## src/rtl/display_link_sequencer.sv

```systemverilog
// display_link_sequencer
//   Brings up a three-channel TMDS link in the pixel-clock domain.
//   The sequence is:
//   1. Wait for a stable clock-generator lock.
//   2. Hold the serializers in reset for a fixed interval.
//   3. Send CTRL tokens for a training interval.
//   4. Pass encoder words through.
//   Any loss of the synchronized lock drops the link back to RESET.
//
// Optional build macro:
//   LINK_PATTERN_EN - adds i_pattern. While ACTIVE with i_pattern=1, every
//                     channel carries an alternating 10'h155 / 10'h2AA
//                     clock-like pattern instead of encoder data.
//
// Ports:
//   i_clk         pixel clock (serializer parallel clock)
//   i_rst         asynchronous active-high reset
//   i_clk_lock    clock-generator lock, asynchronous (synchronized here)
//   i_de          data enable aligned with i_tmds_*
//   i_pattern     pattern select (LINK_PATTERN_EN builds only)
//   i_tmds_ch0..2 encoded 10-bit words from the encoder
//   o_ser_rst     active-high reset to all three serializers
//   o_tmds_ch0..2 words to the serializers
//   o_link_up     high only in ACTIVE
//   o_state       current state encoding (debug)
module display_link_sequencer #(
    parameter int LOCK_CYCLES    = 1024,
    parameter int SER_RST_CYCLES = 16,
    parameter int CTRL_CYCLES    = 256
) (
    input  logic       i_clk,
    input  logic       i_rst,
    input  logic       i_clk_lock,
    input  logic       i_de,
`ifdef LINK_PATTERN_EN
    input  logic       i_pattern,
`endif
    input  logic [9:0] i_tmds_ch0,
    input  logic [9:0] i_tmds_ch1,
    input  logic [9:0] i_tmds_ch2,
    output logic       o_ser_rst,
    output logic [9:0] o_tmds_ch0,
    output logic [9:0] o_tmds_ch1,
    output logic [9:0] o_tmds_ch2,
    output logic       o_link_up,
    output logic [2:0] o_state
);

    localparam int MAX_AB  = (LOCK_CYCLES > SER_RST_CYCLES) ? LOCK_CYCLES : SER_RST_CYCLES;
    localparam int MAX_CYC = (MAX_AB > CTRL_CYCLES) ? MAX_AB : CTRL_CYCLES;
    localparam int CNT_W   = $clog2(MAX_CYC + 1);

    localparam logic [CNT_W-1:0] LOCK_LAST = CNT_W'(LOCK_CYCLES - 1);
    localparam logic [CNT_W-1:0] SER_LAST  = CNT_W'(SER_RST_CYCLES - 1);
    localparam logic [CNT_W-1:0] CTRL_LAST = CNT_W'(CTRL_CYCLES - 1);

    // CTRL token with C1C0 = 00
    localparam logic [9:0] CTRL_TOKEN = 10'b1101010100;
`ifdef LINK_PATTERN_EN
    localparam logic [9:0] PAT_EVEN = 10'b0101010101;
    localparam logic [9:0] PAT_ODD  = 10'b1010101010;
`endif

    typedef enum logic [2:0] {
        ST_RESET     = 3'd0,
        ST_LOCK_WAIT = 3'd1,
        ST_SER_RST   = 3'd2,
        ST_CTRL      = 3'd3,
        ST_ACTIVE    = 3'd4
    } state_t;

    state_t           state, state_nx;
    logic [CNT_W-1:0] cnt, cnt_nx;
    logic             lock_meta_p0, lock_s_p1;
    logic [9:0]       tmds0_nx, tmds1_nx, tmds2_nx;

    // ---- stage p0/p1: two-flop lock synchronizer ----
    always_ff @(posedge i_clk or posedge i_rst) begin
        if (i_rst) begin
            lock_meta_p0 <= 1'b0;
            lock_s_p1    <= 1'b0;
        end else begin
            lock_meta_p0 <= i_clk_lock;
            lock_s_p1    <= lock_meta_p0;
        end
    end

    // Next-state and shared counter; the counter clears on every state change.
    always_comb begin
        state_nx = state;
        cnt_nx   = cnt;
        case (state)
            ST_RESET: begin
                state_nx = ST_LOCK_WAIT;
                cnt_nx   = '0;
            end
            ST_LOCK_WAIT: begin
                if (!lock_s_p1) begin
                    cnt_nx = '0;
                end else if (cnt == LOCK_LAST) begin
                    state_nx = ST_SER_RST;
                    cnt_nx   = '0;
                end else begin
                    cnt_nx = cnt + 1'b1;
                end
            end
            ST_SER_RST: begin
                if (!lock_s_p1) begin
                    state_nx = ST_RESET;
                    cnt_nx   = '0;
                end else if (cnt == SER_LAST) begin
                    state_nx = ST_CTRL;
                    cnt_nx   = '0;
                end else begin
                    cnt_nx = cnt + 1'b1;
                end
            end
            ST_CTRL: begin
                // Counter saturates; the exit waits for a blanking cycle so
                // ACTIVE never starts in the middle of a line.
                if (!lock_s_p1) begin
                    state_nx = ST_RESET;
                    cnt_nx   = '0;
                end else if (cnt == CTRL_LAST) begin
                    if (!i_de) begin
                        state_nx = ST_ACTIVE;
                        cnt_nx   = '0;
                    end
                end else begin
                    cnt_nx = cnt + 1'b1;
                end
            end
            ST_ACTIVE: begin
                if (!lock_s_p1) begin
                    state_nx = ST_RESET;
                    cnt_nx   = '0;
                end
            end
            default: begin
                state_nx = ST_RESET;
                cnt_nx   = '0;
            end
        endcase
    end

`ifdef LINK_PATTERN_EN
    // pat_odd holds the parity of the next ACTIVE cycle; it is forced to
    // even on ACTIVE entry because it is cleared whenever we are not ACTIVE.
    logic pat_odd;
    logic pat_phase;
    assign pat_phase = (state == ST_ACTIVE) ? pat_odd : 1'b0;

    always_ff @(posedge i_clk or posedge i_rst) begin
        if (i_rst) begin
            pat_odd <= 1'b0;
        end else begin
            pat_odd <= (state_nx == ST_ACTIVE) ? ~pat_phase : 1'b0;
        end
    end
`endif

    // Output words are decoded from the next state so they change on the
    // same edge as o_state.
    always_comb begin
        tmds0_nx = CTRL_TOKEN;
        tmds1_nx = CTRL_TOKEN;
        tmds2_nx = CTRL_TOKEN;
        if (state_nx == ST_ACTIVE) begin
            tmds0_nx = i_tmds_ch0;
            tmds1_nx = i_tmds_ch1;
            tmds2_nx = i_tmds_ch2;
`ifdef LINK_PATTERN_EN
            if (i_pattern) begin
                tmds0_nx = pat_phase ? PAT_ODD : PAT_EVEN;
                tmds1_nx = pat_phase ? PAT_ODD : PAT_EVEN;
                tmds2_nx = pat_phase ? PAT_ODD : PAT_EVEN;
            end
`endif
        end
    end

    // ---- stage p2: state, counter and registered outputs ----
    always_ff @(posedge i_clk or posedge i_rst) begin
        if (i_rst) begin
            state      <= ST_RESET;
            cnt        <= '0;
            o_ser_rst  <= 1'b1;
            o_link_up  <= 1'b0;
            o_tmds_ch0 <= CTRL_TOKEN;
            o_tmds_ch1 <= CTRL_TOKEN;
            o_tmds_ch2 <= CTRL_TOKEN;
        end else begin
            state      <= state_nx;
            cnt        <= cnt_nx;
            o_ser_rst  <= (state_nx != ST_CTRL) && (state_nx != ST_ACTIVE);
            o_link_up  <= (state_nx == ST_ACTIVE);
            o_tmds_ch0 <= tmds0_nx;
            o_tmds_ch1 <= tmds1_nx;
            o_tmds_ch2 <= tmds2_nx;
        end
    end

    assign o_state = state;

endmodule

```

## config.mk

```make
export PLATFORM = sky130hd
export DESIGN_NAME = display_link_sequencer
export DESIGN_NICKNAME = d
export VERILOG_FILES = /design/src/rtl/display_link_sequencer.sv
export SDC_FILE = /design/constraint.sdc
export NUM_CORES = 1
export LEC_CHECK = 0
export CORE_MARGIN = 2
export CORE_UTILIZATION = 45
export DETAILED_ROUTE_END_ITERATION = 16
export PLACE_DENSITY_LB_ADDON = 0.25
export SLEW_MARGIN = 10
export SYNTH_ARGS = -nofsm -noshare
export SYNTH_HDL_FRONTEND = slang
export SYNTH_SLANG_ARGS = --single-unit
```

## constraint.sdc

```tcl
create_clock -name i_clk -period 2.6 [get_ports i_clk]
set_input_delay 0.52 -clock i_clk [delete_from_list [all_inputs] [get_ports i_clk]]
set_output_delay 0.52 -clock i_clk [all_outputs]
set_load 0.1 [all_outputs]
```

==> impl_metrics.csv <==
group,metric,value,unit
cts,cts_resized,0,
timing,hold_viol_final,0,
synth,syn_nets,208,
timing,finalClockSkew,0.00595,ns
place,hpwl,2.90,mm
place,globalplace.congestion,0.786,
timing,tightestPinTransition,0.537,ns
cts,cts_setup_buffers,0,
critical_path,cp.arrival,2.35,ns
timing,finalCritPeriodShare,82.8,%
layout,num-fill-cells,368,
synth,synth_fa_ha_area_share,0.627,%
critical_path,end_kind,"flip-flop",
critical_path,worst_path_largest_cell_delay,0.58,ns
timing,final.min_clock_period,2.15,ns
critical_path,path_cells,"ha_1 -> nand4b_1 -> or4_4 -> o21ai_2 -> o21ai_0 -> o31ai_1",
timing,setup_ws,0.448,ns
floorplan,core,0.00432,mm2
synth,synth_edf_count,0,
grt,grt_usage,17.3,%
synth,synth.top_cell.area_share,40.1,%
critical_path,cp_top_family,"simple AND/OR/NAND/NOR gates",
synth,yosysSeqAreaShare,61.2,%
routing,drt_iter0_markers,156,
synth,syn_avg_cell_area,11.5,um2
outcome,outcome,"finished, final reports clean",
cts,clk_path_buf_depth,2,
synth,synth_cell_types,41,
grt,grt_remaining_overflow,0,
cts,root_buffer,"clkbuf_8",
synth,synthFlopType,"dfrtp_1",
routing,vias,1505,
cts,numCtsBuffers,5,
critical_path,path_buf_inv,0,
routing,wire_per_inst,13.1,um
routing,drc,0,
grt,grt_pass1_wl,6.72,mm
floorplan,io_pins,69,
synth,synth_xor_area_share,0.439,%
floorplan,die_w,70.6,um
timing,max_freq,0.465,GHz
grt,grt_pass1_vias,1458,
timing,slew_violations,0,
routing,drtPass1Iterations,4,
synth,synth_compound_area_share,7.52,%
synth,synth_top_family_by_area,"simple AND/OR/NAND/NOR gates",
timing,setup_viol,0,
routing,finalWirelength,3.89,mm
cts,cts_tree,"yes",
synth,synth-simple-area-share,25.6,%
synth,muxShareOfSynthArea,1.00,%
cts,ctsHoldBuffers,0,
synth,synth_area_leaders,"dfrtp_1 (40%), dfstp_2 (21%), and2_1 (4.7%), nand2b_1 (4.7%), nand2_1 (3.0%)",
grt,antenna_found_initial,0,
cts,clkTransAtPathRegs,0.09,ns
routing,antenna_left,0,
layout,antenna-diode-count,0,
layout,drive_gt1_share,27.8,%
timing,setup_tns,0,ns
critical_path,critPathLaunchType,"flip-flop",
synth,yosysWarnings,0,
cts,clock-sinks,48,
place,port_buffers,68,
synth,syn_inst,173,
cts,cts_max_level,2,
floorplan,start_util,46.2,%
synth,synth_seq_cells,48,
floorplan,die-area,0.00498,mm2
place,place_ws,0.477,ns
critical_path,crit_type,"flip-flop to flip-flop",
pwr,peakVddDrop,395,uV
layout,syn_to_final_growth,35.7,%
synth,yosysTopAreaCell,"dfrtp_1",
pwr,pwr_density_cell,469,mW/mm2
floorplan,row_count,24,
timing,grt_setup_unrepaired,"no",
floorplan,die_y,70.6,um
timing,relSlewSlack,64.1,%
synth,async_flop_share,100,%
run,cap_violations,0,
synth,synth_area,0.00200,mm2
hold_path,min-delay-path-class,"flip-flop to flip-flop",
critical_path,crit_slowest_cell,"or4_4",
grt,grt_max_degree,32,
layout,nets,279,
routing,via_per_inst,5.07,
critical_path,required,2.80,ns
pwr,leakagePower,1.19,nW
critical_path,critPathMaxFanout,11,
cts,clock_latency,0.29,ns
[Yosys cell counts (3+ instances only)]
master / number
nand4_1: 3
dfstp_2: 16
and2_1: 15
nand2b_1: 15
dfrtp_1: 32
nand2_1: 16
buf_6: 3
inv_1: 5
nor3_1: 5
o21ai_0: 6
nand3_1: 11
a31oi_1: 3
nand3b_1: 3
nor2_1: 6
[cells by family (layout without fill, tap and decap cells)]
| kind of cell | after synthesis | after routing |
|---|---|---|
| simple gates | 88 | 88 |
| compound gates | 21 | 21 |
| buf+inv | 12 | 84 |
| flops | 48 | 48 |
| xor+xnor | 1 | 1 |
| mux | 2 | 2 |
| fa+ha+maj | 1 | 1 |
[final timing paths]
| path | cells past startpoint | end | startpoint | slack, ns |
|---|---|---|---|---|
| max in group asynchronous | 3 | o_tmds_ch2[2] | i_rst | 1.49 |
| worst min register to register | 0 | lock_s_p1 | lock_meta_p0 | 0.36 |
| worst min-delay path | 0 | lock_s_p1 | lock_meta_p0 | 0.36 |
| worst max register to register | 6 | cnt[4] | cnt[0] | 0.45 |
| worst max-delay path | 6 | cnt[4] | cnt[0] | 0.45 |
| min in group asynchronous | 2 | o_tmds_ch2[3] | i_rst | 0.50 |
[layout make-up]
| type | instances | area, um2 | area share (%) |
|---|---|---|---|
| inverters | 5 | 18.8 | 0.693 |
| well taps | 52 | 65.1 | 2.40 |
| clock inverters | 3 | 17.5 | 0.647 |
| flip-flops and latches | 48 | 1220 | 45.1 |
| repair buffers | 71 | 616 | 22.7 |
| clock buffers | 5 | 68.8 | 2.54 |
| multi-input cells | 113 | 702 | 25.9 |
[per-stage QoR]
stage / cell area, um2 / power, mW / hold WS, ns / cells / util, %
after floorplan: 2000 / 0.798 / 0.331 / 173 / -
after global placement: 2620 / 0.856 / 0.333 / 289 / 60.6
after detailed placement: 2620 / 0.857 / 0.336 / 289 / 60.6
after CTS: 2710 / 1.30 / 0.361 / 297 / 62.6
after global routing: 2710 / 1.33 / 0.378 / 297 / 62.6
final: 2710 / 1.27 / 0.357 / 297 / 62.6
[where the power goes]
part,internal [mW],switching [mW],total (mW)
Clock,0.188,0.241,0.429
Sequential,0.753,0.00578,0.758
Combinational,0.0548,0.0283,0.0831
Total,0.995,0.275,1.27
[worst reg2reg max path: cells and delay by family, from the launching register on]
family                   cells  cell delay [ns]
adder cells (fa/ha/maj)      1             0.22
flip-flops                   1             0.41
AO/OA/AOI/OAI                3             0.67
AND/OR/NAND/NOR              2             0.76
[sequential cells by signal, summed over array words and instances (netlist names), 3 cells and up]
signal,cells
o_state,3
o_tmds_ch1,10
cnt,11
o_tmds_ch0,10
o_tmds_ch2,10
[per-layer routing]
layer	track usage, %	vias to the layer above	share of wire (%)
li1	-	735	-
met2	27.7	55	47
met5	0	-	0
met4	6.29	0	1.5
met1	20.3	711	40
met3	8.83	4	11
[layout by cell type, fill, tap and decap left out, types with 3 or more instances in the layout]
master           synthesis  routed
a31oi_1                  3       3
and2_1                  15      15
buf_4                    1      38
clkbuf_8                 0       5
clkdlybuf4s50_1          0      33
dfrtp_1                 32      32
dfstp_2                 16      16
inv_1                    5       4
nand2_1                 16      16
nand2b_1                15      15
nand3_1                 11      11
nand3b_1                 3       3
nand4_1                  3       3
nor2_1                   6       6
nor3_1                   5       5
o21ai_0                  6       6
(Power assumes the default switching activity.)
